`src/rtl/audio_dac_sink.sv`:
```
// audio_dac_sink: codec-side responder for the stereo sample-write handshake.
// Frames {left, right} are buffered in a small FIFO and shifted out MSB first,
// left-justified, on AUD_DACDAT under control of the external AUD_BCLK and
// AUD_DACLRCK, which are synchronised into the clk domain before use.
module audio_dac_sink #(
    parameter int DATA_W     = 16,
    parameter int FIFO_DEPTH = 8,
    parameter int ACCEPT_GAP = 2
) (
    input  logic                        clk,
    input  logic                        rst_n,
    input  logic                        write_s,
    input  logic [DATA_W-1:0]           writedata_left,
    input  logic [DATA_W-1:0]           writedata_right,
    output logic                        write_ready,
    input  logic                        AUD_BCLK,
    input  logic                        AUD_DACLRCK,
    output logic                        AUD_DACDAT,
    output logic [$clog2(FIFO_DEPTH):0] fifo_level,
    output logic                        underrun
);

    localparam int PTR_W = $clog2(FIFO_DEPTH);
    localparam int LVL_W = PTR_W + 1;
    localparam int GAP_W = $clog2(ACCEPT_GAP + 1);
    localparam int CNT_W = $clog2(DATA_W + 1);

    localparam logic [LVL_W-1:0] DEPTH_L  = LVL_W'(FIFO_DEPTH);
    localparam logic [GAP_W-1:0] GAP_L    = GAP_W'(ACCEPT_GAP);
    localparam logic [CNT_W-1:0] LAST_BIT = CNT_W'(DATA_W - 1);
    localparam logic [CNT_W-1:0] DONE_CNT = CNT_W'(DATA_W);

    logic [2*DATA_W-1:0] fifo_mem [FIFO_DEPTH];
    logic [2*DATA_W-1:0] head_frame;
    logic [PTR_W-1:0]    wr_ptr;
    logic [PTR_W-1:0]    rd_ptr;
    logic [GAP_W-1:0]    gap_cnt;
    logic [GAP_W-1:0]    gap_nxt;
    logic [LVL_W-1:0]    level_nxt;

    // Synchroniser stages: _p0/_p1 resolve metastability, _p2 is edge history
    logic bclk_p0, bclk_p1, bclk_p2;
    logic lrck_p0, lrck_p1, lrck_p2;
    logic bclk_fall, lrck_fall, lrck_rise;

    logic                push;
    logic                pop;
    logic [DATA_W-1:0]   shreg;
    logic [DATA_W-1:0]   hold_right;
    logic [CNT_W-1:0]    bit_cnt;

    assign bclk_fall  = bclk_p2 & ~bclk_p1;
    assign lrck_fall  = lrck_p2 & ~lrck_p1;
    assign lrck_rise  = ~lrck_p2 & lrck_p1;

    // write_ready is already low when full, so a push can never overflow
    assign push       = write_s & write_ready;
    assign pop        = lrck_fall & (fifo_level != '0);
    assign head_frame = fifo_mem[rd_ptr];

    // Next FIFO occupancy and accept-gap count for this cycle's push/pop
    always_comb begin
        level_nxt = fifo_level;
        gap_nxt   = gap_cnt;
        case ({push, pop})
            2'b10:   level_nxt = fifo_level + 1'b1;
            2'b01:   level_nxt = fifo_level - 1'b1;
            default: level_nxt = fifo_level;
        endcase
        if (push) begin
            gap_nxt = GAP_L;
        end else if (gap_cnt != '0) begin
            gap_nxt = gap_cnt - 1'b1;
        end
    end

    // Bring the asynchronous codec clocks into the clk domain
    always_ff @(posedge clk) begin
        if (!rst_n) begin
            {bclk_p2, bclk_p1, bclk_p0} <= 3'b000;
            {lrck_p2, lrck_p1, lrck_p0} <= 3'b000;
        end else begin
            {bclk_p2, bclk_p1, bclk_p0} <= {bclk_p1, bclk_p0, AUD_BCLK};
            {lrck_p2, lrck_p1, lrck_p0} <= {lrck_p1, lrck_p0, AUD_DACLRCK};
        end
    end

    // FIFO pointers, occupancy, accept gap, registered ready and sticky underrun
    always_ff @(posedge clk) begin
        if (!rst_n) begin
            wr_ptr      <= '0;
            rd_ptr      <= '0;
            fifo_level  <= '0;
            gap_cnt     <= '0;
            write_ready <= 1'b0;
            underrun    <= 1'b0;
        end else begin
            if (push) wr_ptr <= wr_ptr + 1'b1;
            if (pop)  rd_ptr <= rd_ptr + 1'b1;
            fifo_level  <= level_nxt;
            gap_cnt     <= gap_nxt;
            write_ready <= (gap_nxt == '0) && (level_nxt < DEPTH_L);
            if (lrck_fall && (fifo_level == '0)) underrun <= 1'b1;
        end
    end

    // Frame storage; contents are only meaningful between the pointers
    always_ff @(posedge clk) begin
        if (push) fifo_mem[wr_ptr] <= {writedata_left, writedata_right};
    end

    // Serialiser: LRCK edges load a channel word (and win over a BCLK edge),
    // each BCLK fall presents the next bit, then zeros once the word is out
    always_ff @(posedge clk) begin
        if (!rst_n) begin
            shreg      <= '0;
            hold_right <= '0;
            bit_cnt    <= '0;
            AUD_DACDAT <= 1'b0;
        end else if (lrck_fall) begin
            if (fifo_level != '0) begin
                shreg      <= head_frame[2*DATA_W-1:DATA_W];
                hold_right <= head_frame[DATA_W-1:0];
                AUD_DACDAT <= head_frame[2*DATA_W-1];
            end else begin
                shreg      <= '0;
                hold_right <= '0;
                AUD_DACDAT <= 1'b0;
            end
            bit_cnt <= '0;
        end else if (lrck_rise) begin
            shreg      <= hold_right;
            AUD_DACDAT <= hold_right[DATA_W-1];
            bit_cnt    <= '0;
        end else if (bclk_fall) begin
            shreg <= shreg << 1;
            if (bit_cnt < LAST_BIT) begin
                AUD_DACDAT <= shreg[DATA_W-2];
                bit_cnt    <= bit_cnt + 1'b1;
            end else begin
                AUD_DACDAT <= 1'b0;
                bit_cnt    <= DONE_CNT;
            end
        end
    end

endmodule

```
`config.mk`:
```
export PLATFORM = sky130hd
export DESIGN_NAME = audio_dac_sink
export DESIGN_NICKNAME = d
export VERILOG_FILES = /design/src/rtl/audio_dac_sink.sv
export SDC_FILE = /design/constraint.sdc
export NUM_CORES = 1
export LEC_CHECK = 0
export ABC_AREA = 1
export BUFFER_PORTS_ARGS = -buffer_cell sky130_fd_sc_hd__buf_2
export CAP_MARGIN = 20
export CORE_AREA = 4 4 156 188
export DETAILED_ROUTE_END_ITERATION = 10
export DIE_AREA = 0 0 160 192
export PLACE_DENSITY = 0.63
export SLEW_MARGIN = 20
export SYNTH_ARGS = -nofsm -noshare
export SYNTH_HDL_FRONTEND = slang
export SYNTH_SLANG_ARGS = --single-unit
```
`constraint.sdc`:
```
create_clock -name clk -period 7.91 [get_ports clk]
set_clock_uncertainty 0.2 [all_clocks]
set_input_delay 0.3955 -clock clk [delete_from_list [all_inputs] [get_ports clk]]
set_output_delay 0.3955 -clock clk [all_outputs]
set_load 0.01 [all_outputs]
```
==> results of run 1 <==
-- how the worst max path moves through the flow --
stage	from	endpoint	cells past startpoint
final	flop	hold_right[3]	6
after global routing	flop	hold_right[3]	6
after CTS	flop	hold_right[3]	6
after detailed placement	write_s	fifo_mem[2][24]	5
after global placement	flop	hold_right[3]	6
after floorplan	write_s	fifo_mem[0][0]	5
-- placed cells by master, fill, tap and decap left out, types with 2 or more instances in the layout --
cell and instances:
a21oi_1 39, a31oi_1 3, buf_16 3, buf_2 43, buf_4 9, bufinv_16 5, clkbuf_16 31, clkinv_1 9
clkinv_2 7, clkinvlp_4 3, dfxtp_1 58, dlygate4sd3_1 34, edfxtp_1 256, ha_1 6, inv_1 32, inv_2 6
inv_6 2, nand2_1 73, nand3_1 42, nand4_1 2, nor2_1 174, nor2_2 2, nor2_4 10, nor2_8 2
o211ai_1 7, o21ai_0 132, o21ai_1 19, o221ai_1 59
-- kinds of logic after synthesis --
logic type / synth area share, %
compound gates: 12.79
xor+xnor: 0.1427
fa+ha+maj: 0.6114
buf+inv: 3.638
flops: 72.39
simple gates: 10.43
-- final cells by class --
cell class / instances / area [um2]
clock buffers: 31 / 775.7
clock inverters: 25 / 259.0
fillers: 2386 / 13420
inverters: 41 / 157.7
multi-input cells: 580 / 3003
flip-flops and latches: 316 / 8894
well taps: 345 / 431.7
repair buffers: 90 / 725.7
-- repair_timing --
action	4_1_cts	5_1_grt
hold buffers	34	0
setup endpoints to repair	0	0
hold endpoints to repair	258	0
-- sequential cells by signal (all words and copies together) (netlist names), 2 cells and up, named ones only --
| register | flops |
|---|---|
| fifo_mem | 256 |
| hold_right | 16 |
| shreg | 15 |
| bit_cnt | 5 |
| fifo_level | 4 |
| rd_ptr | 3 |
| wr_ptr | 3 |
| gap_cnt | 2 |
-- layer usage --
| layer | wire, um | track usage (%) |
|---|---|---|
| met5 | 0 | 0 |
| met1 | 11830 | 23.63 |
| met4 | 703 | 5.164 |
| met3 | 1304 | 2.318 |
| met2 | 13770 | 31.14 |
-- power groups by stage --
stage	Clock, mW	Combinational (mW)	Sequential (mW)
floorplan	0	0.0947	1.88
global placement	0	0.152	1.88
detailed placement	0	0.157	1.88
CTS	1.50	0.170	1.84
global route	1.57	0.190	1.84
finish	1.48	0.170	1.84
-- cells in the mapped netlist, types with 7 or more instances --
cell      instances
nand3_1          42
o211ai_1          7
nor2_1          182
edfxtp_1        256
clkbuf_1         25
o221ai_1         59
inv_2             7
nand2_1          73
inv_1            32
o21ai_1          19
dfxtp_1          60
a21oi_1          39
buf_2            27
o21ai_0         132
-- stage by stage --
stage | total power [mW] | hold slack (ns) | utilization (%) | instances
after floorplan | 1.971 | 0.1905 | - | 996
after global placement | 2.030 | 0.2017 | 46.16 | 1334
after detailed placement | 2.036 | 0.2064 | 46.43 | 1337
after CTS | 3.515 | 0.1431 | 51.40 | 1427
after global routing | 3.609 | 0.1926 | 51.50 | 1428
final | 3.493 | 0.1520 | 51.50 | 1428
-- worst max-delay path, stage by stage, from the launching register on --
cell and delay (ns):
dfxtp_4 0.60, clkinv_2 0.53, buf_4 0.57, o21ai_0 0.28, o221ai_1 0.16, nand3_1 0.19
nand2_1 0.06
==> flow_summary.yaml, run 1 <==
detailed_routing:
  routed_wl_mm: 27.60
  ant_nets: 0
  drt_first_pass_iters: 5
  routedWlPerCell_um: 19.33
  num_vias: 7974
  via_per_inst: 5.584
  drc: 0
  initialDrtViolationCount: 619
timing:
  finalSetupTns_ns: 0
  slew_viol_final: 0
  slew_headroom_pct: 27.12
  tightest_slew_ns: 1.093
  fin_crit_sh_pct: 35.27
  rsz0062_at_grt: "no"
  hold_viol: 0
  setup_ws_ns: 5.120
  setup_viol: 0
  min_period_ns: 2.790
  fmax_mhz: 358.4
die:
  fp.dieH_um: 192
  die_x_um: 160
  core_area_mm2: 0.02766
  num_rows: 67
  initial_core_util_pct: 44.38
  dieArea_mm2: 0.03072
  io_pins: 44
clock_tree:
  post_cts_buffers: 0
  cts_made_buffers: 30
  clock_sinks: 316
  cts_tree: "done"
  root_buffer: "clkbuf_16"
  clock_path_buffers: 3
  clk_latency_ns: 0.54
  ctsHtreeMaxLevel: 1
  postCtsResizedCells: 0
  path_clk_slew_ns: 0.07
finish:
  antenna_cells: 0
  fin_area_mm2: 0.01425
  areaGrowthSynthToFinish_pct: 16.03
  layout-drive-gt1-share_pct: 12.10
  num-nets-final: 1102
power_and_ir_drop:
  peakVddDrop_v: 0.0001372
  power.share.sequential_pct: 52.8
  switchingPower_uw: 732.5
  powerDensity_mw_per_mm2: 245.2
  sw_frac_of_total_pct: 20.97
  power.share.clock_pct: 42.4
  p_int_mw: 2.761
  p_leak_nw: 4.955
  p_comb_share_pct: 4.9
yosys:
  synth_edf_count: 256
  yosys.area.top_type: "edfxtp_1"
  syn_area_mm2: 0.01228
  yosysSeqAreaShare_pct: 72.39
  synthTopCellsByArea: "edfxtp_1 63%, dfxtp_1 9.8%, nor2_1 5.6%"
  ys_warn_count: 0
  synth.avg_cell_area_um2: 12.33
  ys_types: 35
  synth_ff_type: "edfxtp_1"
  synth_seq_cells: 316
  ys_async_sr_fraction_pct: 0
  synth_nets: 1039
  synthCells: 996
  yosys.area.top_type_share_pct: 62.61
place:
  post_dp_cell_area_mm2: 0.01284
  gp_congestion: 0.7751
  post-place-ws_ns: 5.170
  port_buffers: 43
  hpwl_mm: 15.44
min_path:
  hold-path-cell-count: 3
  hold_end: "gap_cnt[1]"
  min_from: "write_s"
  holdCritPathClass: "in -> reg"
worst_setup_path:
  worstSetupStartpointType: "flop"
  critical_path_class: "reg -> reg"
  endpoint_kind: "flop"
  critPathMaxFanout: 90
  critPathRequiredTime_ns: 8.15
  critPathArrivalTime_ns: 3.03
  reg2regPathDepth: 6
  r2r_end: "hold_right[3]"
  rrSetupSlack_ns: 5.12
global_routing:
  grt_max_degree: 91
  antenna_found_initial: 0
  grt_util_all_layers_pct: 17.87
  grt_pass1_wl_mm: 43.65
  grt_pass1_vias: 7741
  grt_overflow: 0
flow_run:
  cap_violations: 0
outcome:
  status: "finished clean"
Power figures use the tool's default switching activity.
==> run 2, diff against run 1 <==
Clock period 7.91 ns to 2.7 ns, I/O delays scaled along.
==> run 2 against run 1 <==
Net effect: register-to-register slack lost 4.5 ns; sequential cell count is the same; final cell count increased by 0.63%; critical endpoint is now fifo_mem[2][21]; combinational power grew to 3.0 times the previous value; wire length is 1.5% lower; sequential power grew to 2.9 times the previous value; global-route usage fell by 0.33 points; hold slack improved by 0.034 ns; utilization is 0.27 points higher; clock-buffer cell count increased by 9.
==> flow_summary.yaml, run 2 (synthesis results as in run 1) <==
timing:
  hold_viol: 0
  slew_viol_final: 0
  fmax_mhz: 473.9
  setup_viol: 0
  min_period_ns: 2.110
  setup_ws_ns: 0.5897
  tightest_slew_ns: 0.7786
  rsz0062_at_grt: "no"
  slew_headroom_pct: 48.04
  fin_crit_sh_pct: 78.16
place:
  post-place-ws_ns: 0.5838
  hpwl_mm: 14.84
  gp_congestion: 0.7817
  placed_cells: 1345
  port_buffers: 43
clock_tree:
  clock_path_buffers: 3
  root_buffer: "clkbuf_16"
  cts_tree: "done"
  postCtsResizedCells: 0
  post_cts_buffers: 0
  cts_made_buffers: 30
  path_clk_slew_ns: 0.06
  clk_latency_ns: 0.55
  clock_sinks: 316
  ctsHtreeMaxLevel: 1
min_path:
  hold-path-cell-count: 2
  hold_end: "fifo_mem[4][5]"
  min_from: "writedata_right[5]"
  holdCritPathClass: "in -> reg"
detailed_routing:
  initialDrtViolationCount: 699
  num_vias: 7972
  drc: 0
  ant_nets: 0
  via_per_inst: 5.548
  routedWlPerCell_um: 18.91
  routed_wl_mm: 27.18
  drt_first_pass_iters: 5
worst_setup_path:
  critPathSlowestCell: "nor2_4"
  cp_top_family: "simple AND/OR/NAND/NOR gates"
  worstSetupStartpointType: "flop"
  reg2regPathDepth: 5
  cp_common_cell: "nand2_1"
  critPathMaxFanout: 25
  critical_path_class: "reg -> reg"
  r2r_end: "fifo_mem[2][21]"
  rrSetupSlack_ns: 0.59
  critPathArrivalTime_ns: 2.15
  path_cells: "nand2_1 > inv_1 > nand2_1 > nor2_4 > buf_12"
  critPathLaunch: "write_ready"
  cp_slowest_stage_delay_ns: 0.36
  crit-reg2reg-launch: "write_ready"
  critical_path_buf_inv_count: 2
  endpoint_kind: "flop"
  critPathRequiredTime_ns: 2.74
finish:
  final_cell_mix: "256 x edfxtp_1, 174 x nor2_1, 132 x o21ai_0"
  layoutNonFillerInstCount: 1437
  antenna_cells: 0
  reg_top3: "fifo_mem: 256 flops, hold_right: 16 flops, shreg: 15 flops"
  fill_cells: 2355
  areaGrowthSynthToFinish_pct: 16.64
  final_common_cell: "edfxtp_1"
  num-nets-final: 1113
  regMostFlops: "fifo_mem"
  largest_reg_flops: 256
  layout-drive-gt1-share_pct: 12.36
global_routing:
  grt_use_met3_pct: 2.125
  use_met2_pct: 30.26
  grt_util_all_layers_pct: 17.53
  antenna_found_initial: 0
  grt_overflow: 0
  use_met1_pct: 23.20
  grt_pass1_vias: 7673
  grt_pass1_wl_mm: 43.10
  grt_max_degree: 129
  grt_busiest_layer: "met2"
die:
  initial_core_util_pct: 44.38
  die_x_um: 160
  fp.dieH_um: 192
  dieArea_mm2: 0.03072
  core_area_mm2: 0.02766
  io_pins: 44
  num_rows: 67
power_and_ir_drop:
  sw_frac_of_total_pct: 21.07
  power.share.sequential_pct: 54.4
  p_leak_nw: 4.981
  p_total_mw: 9.922
  p_int_mw: 7.831
  p_comb_share_pct: 5.1
  power.share.clock_pct: 40.5
  peakVddDrop_v: 0.0005581
  switchingPower_mw: 2.091
  powerDensity_mw_per_mm2: 692.8
outcome:
  status: "finished clean"
flow_run:
  cap_violations: 0
==> run 2: changes by cell type in the layout (fill, tap and decap cells not counted), sizes merged <==
| cell | previous run | this run |
|---|---|---|
| clkinv | 17 | 11 |
| bufinv | 5 | 1 |
| clkbuf | 31 | 40 |
| buf | 56 | 63 |
| inv | 41 | 40 |
| dlygate4sd3 | 34 | 38 |
==> run 2: worst max path at each step <==
| stage | endpoint | slack (ns) | cells after the start |
|---|---|---|---|
| final | fifo_mem[2][21] | 0.59 | 5 |
| after global routing | fifo_level[3] | 0.39 | 11 |
| after CTS | fifo_mem[2][4] | 0.58 | 5 |
| after detailed placement | fifo_mem[2][7] | 0.58 | 5 |
| after global placement | fifo_mem[2][8] | 0.62 | 5 |
| after floorplan | fifo_mem[0][0] | -0.09 | 5 |
==> run 2: area by class of cell <==
| cell class | instances | area (um2) | area share [%] |
|---|---|---|---|
| sequential | 316 | 8894 | 62.10 |
| multi-input combinational | 580 | 3003 | 20.97 |
| timing repair buffer | 101 | 883.3 | 6.168 |
| clock buffer | 40 | 849.6 | 5.932 |
| tap | 345 | 431.7 | 3.014 |
| inverter | 41 | 157.7 | 1.101 |
| clock inverter | 14 | 102.6 | 0.7164 |
==> run 2: layer usage <==
layer / wire length [um] / share of wire [%] / vias up
li1: - / - / 3786
met1: 11530 / 42 / 3913
met2: 13590 / 50 / 231
met3: 1351 / 5.0 / 42
met4: 710 / 2.6 / 0
met5: 0 / 0 / -
==> run 2: power by group through the flow <==
stage / registers [mW] / clock network (mW) / logic (mW)
floorplan: 5.50 / 0 / 0.278
global route: 5.40 / 4.31 / 0.571
detailed placement: 5.50 / 0 / 0.469
finish: 5.39 / 4.02 / 0.511
CTS: 5.39 / 4.10 / 0.514
global placement: 5.49 / 0 / 0.461
==> run 2: worst register-to-register path, cell delays in order (launching register included) <==
cell,delay (ns)
dfxtp_1,0.32
nand2_1,0.22
inv_1,0.19
nand2_1,0.25
nor2_4,0.36
buf_12,0.25
==> run 2: through the flow <==
| stage | hold slack, ns | instance area (um2) | TNS, ns | util (%) |
|---|---|---|---|---|
| after floorplan | 0.03263 | 12290 | -11.60 | - |
| after global placement | 0.1269 | 12990 | 0 | 46.95 |
| after detailed placement | 0.1217 | 12990 | 0 | 46.95 |
| after CTS | 0.1701 | 14320 | 0 | 51.77 |
| after global routing | 0.1976 | 14320 | 0 | 51.77 |
| final | 0.1858 | 14320 | 0 | 51.77 |
==> run 2: timing repair <==
action,in CTS,in global routing
hold buffers,38,0
hold endpoints to repair,298,0
setup endpoints to repair,0,0
==> run 3, diff against run 2 <==
Settings changed: PLACE_DENSITY 0.63 to 0.65.
Clock period 2.7 ns to 1.83 ns, I/O delays scaled along.
==> run 3 against run 2 <==
Net effect: the run now ends with setup timing left; cell area grew 4.7%; largest power group unchanged; critical endpoint is now fifo_level[2]; setup slack lost 0.61 ns; clock power grew 55%; fmax grew 14%; sequential cell count is the same.
==> flow_summary.yaml, run 3 (synthesis results as in run 1) <==
outcome:
  status: "finished, violations left"
  violations: "setup timing"
detailed_routing:
  drt_first_pass_iters: 5
  ant_nets: 0
  num_vias: 8166
  routedWlPerCell_um: 19.84
  initialDrtViolationCount: 689
  drc: 0
  dr_wl_met2_mm: 15.27
  wl_met3_mm: 1.249
  top_layer: "met4"
  via_per_inst: 5.544
  routed_wl_mm: 29.23
  drt-met1-wl_mm: 12.18
die:
  fp.dieH_um: 192
  core_area_mm2: 0.02766
  initial_core_util_pct: 44.38
  num_rows: 67
  die_x_um: 160
  io_pins: 44
  dieArea_mm2: 0.03072
place:
  port_buffers: 43
  gp_congestion: 0.8317
  hpwl_mm: 16.83
timing:
  setup_viol: 1
  rsz0062_at_grt: "yes"
  fin_crit_sh_pct: 101.2
  min_period_ns: 1.852
  slew_viol_final: 0
  fmax_mhz: 539.9
  setup_ws_ns: -0.02218
  hold_viol: 0
  tightest_slew_ns: 0.4166
  slew_headroom_pct: 72.22
global_routing:
  grt_pass1_vias: 8128
  grt_pass1_wl_mm: 45.45
  grt_max_degree: 91
  antenna_found_initial: 0
  grt_overflow: 0
  grt_util_all_layers_pct: 18.70
worst_setup_path:
  critical_path_buf_inv_count: 2
  critPathMaxFanout: 5
  endpoint_kind: "flop"
  critPathSlowestCell: "dfxtp_2"
  critPathArrivalTime_ns: 2.10
  cp_top_family: "simple AND/OR/NAND/NOR gates"
  path_cells: "inv_2 > nor2_4 > nand4_1 > and2_1 > ha_2 > a21oi_2 > xor2_1 > nand2_1 > o211ai_1 > inv_1"
  worstSetupStartpointType: "flop"
  cp_slowest_stage_delay_ns: 0.32
  critical_path_class: "reg -> reg"
  critPathRequiredTime_ns: 2.08
power_and_ir_drop:
  power.share.clock_pct: 41.3
  p_total_mw: 15.08
  sw_frac_of_total_pct: 21.34
  powerDensity_mw_per_mm2: 1006
  p_leak_nw: 5.267
  peakVddDrop_v: 0.0008302
  p_int_mw: 11.86
  power.share.sequential_pct: 52.8
  switchingPower_mw: 3.219
  p_comb_share_pct: 5.9
min_path:
  holdCritPathClass: "in -> reg"
clock_tree:
  clk_latency_ns: 0.55
  ctsHtreeMaxLevel: 1
  path_clk_slew_ns: 0.07
  cts_tree: "done"
  clock_path_buffers: 3
  cts_made_buffers: 31
  root_buffer: "clkbuf_16"
  clock_sinks: 316
finish:
  areaGrowthSynthToFinish_pct: 22.07
  multi_input_area_mm2: 0.003117
  final_common_cell: "edfxtp_1"
  largest_reg_flops: 256
  layout-drive-gt1-share_pct: 18.09
  antenna_cells: 0
  num-nets-final: 1147
  seq_area_mm2: 0.008905
  regMostFlops: "fifo_mem"
  reg_top3: "fifo_mem: 256 flops, hold_right: 16 flops, shreg: 15 flops"
  final_cell_mix: "256 x edfxtp_1, 171 x nor2_1, 132 x o21ai_0"
  fill_cells: 2263
  post-route-util_pct: 54.18
flow_run:
  cap_violations: 0
-- run 3: layer usage --
| metal | GRT usage (%) | vias to the layer above |
|---|---|---|
| li1 | - | 3859 |
| met1 | 24.21 | 4075 |
| met2 | 33.83 | 184 |
| met3 | 2.275 | 48 |
| met4 | 4.369 | 0 |
| met5 | 0 | - |
-- run 3: power groups by stage --
stage	clock network, mW	logic (mW)	registers [mW]
4_1_cts	6.34	0.851	7.95
3_3_place_gp	0	0.758	8.10
5_1_grt	6.64	0.979	7.96
3_5_place_dp	0	0.777	8.10
6_report	6.24	0.889	7.96
2_1_floorplan	0	0.438	8.11
-- run 3: final timing paths --
path | startpoint | to | slack, ns | cells past startpoint
worst max-delay path | lrck_p2 | fifo_level[2] | -0.02 | 10
worst min-delay path | writedata_left[15] | fifo_mem[0][31] | 0.14 | 2
worst max register to register | lrck_p2 | fifo_level[2] | -0.02 | 10
worst min register to register | gap_cnt[0] | gap_cnt[0] | 0.22 | 1
-- run 3: through the flow --
stage	setup WS (ns)	hold WS, ns	area, um2	cells	setup TNS, ns
after global placement	-0.02950	0.08571	13440	1373	-0.04893
after floorplan	0.001025	-0.01087	12400	996	0
after CTS	0.0004159	0.1150	14860	1470	0
final	-0.02218	0.1420	14990	1473	-0.02218
after global routing	-0.09668	0.1480	14990	1473	-0.1695
after detailed placement	-0.04780	0.08446	13440	1373	-0.1170
-- run 3: repair_timing --
item / in CTS / in global routing
gates cloned: 0 / 1
buffers inserted: 2 / 2
hold buffers: 38 / 0
pin swaps: 3 / 11
setup endpoints to repair: 3 / 7
hold endpoints to repair: 297 / 0
gates resized for setup: 4 / 21
-- run 3: cell type report --
cell class              instances  share of cell area, %
clock buffers                  43                  6.086
clock inverters                14                 0.7012
inverters                      41                  1.085
multi-input cells             580                  20.79
flip-flops and latches        316                  59.41
well taps                     345                  2.880
repair buffers                134                  9.041
-- run 3: worst register-to-register path, cell delays in order, from the launching register on --
cell and delay [ns]:
dfxtp_2 0.32, inv_2 0.04, nor2_4 0.15, nand4_1 0.15, and2_1 0.22, ha_2 0.17
a21oi_2 0.11, xor2_1 0.17, nand2_1 0.07, o211ai_1 0.08, inv_1 0.05
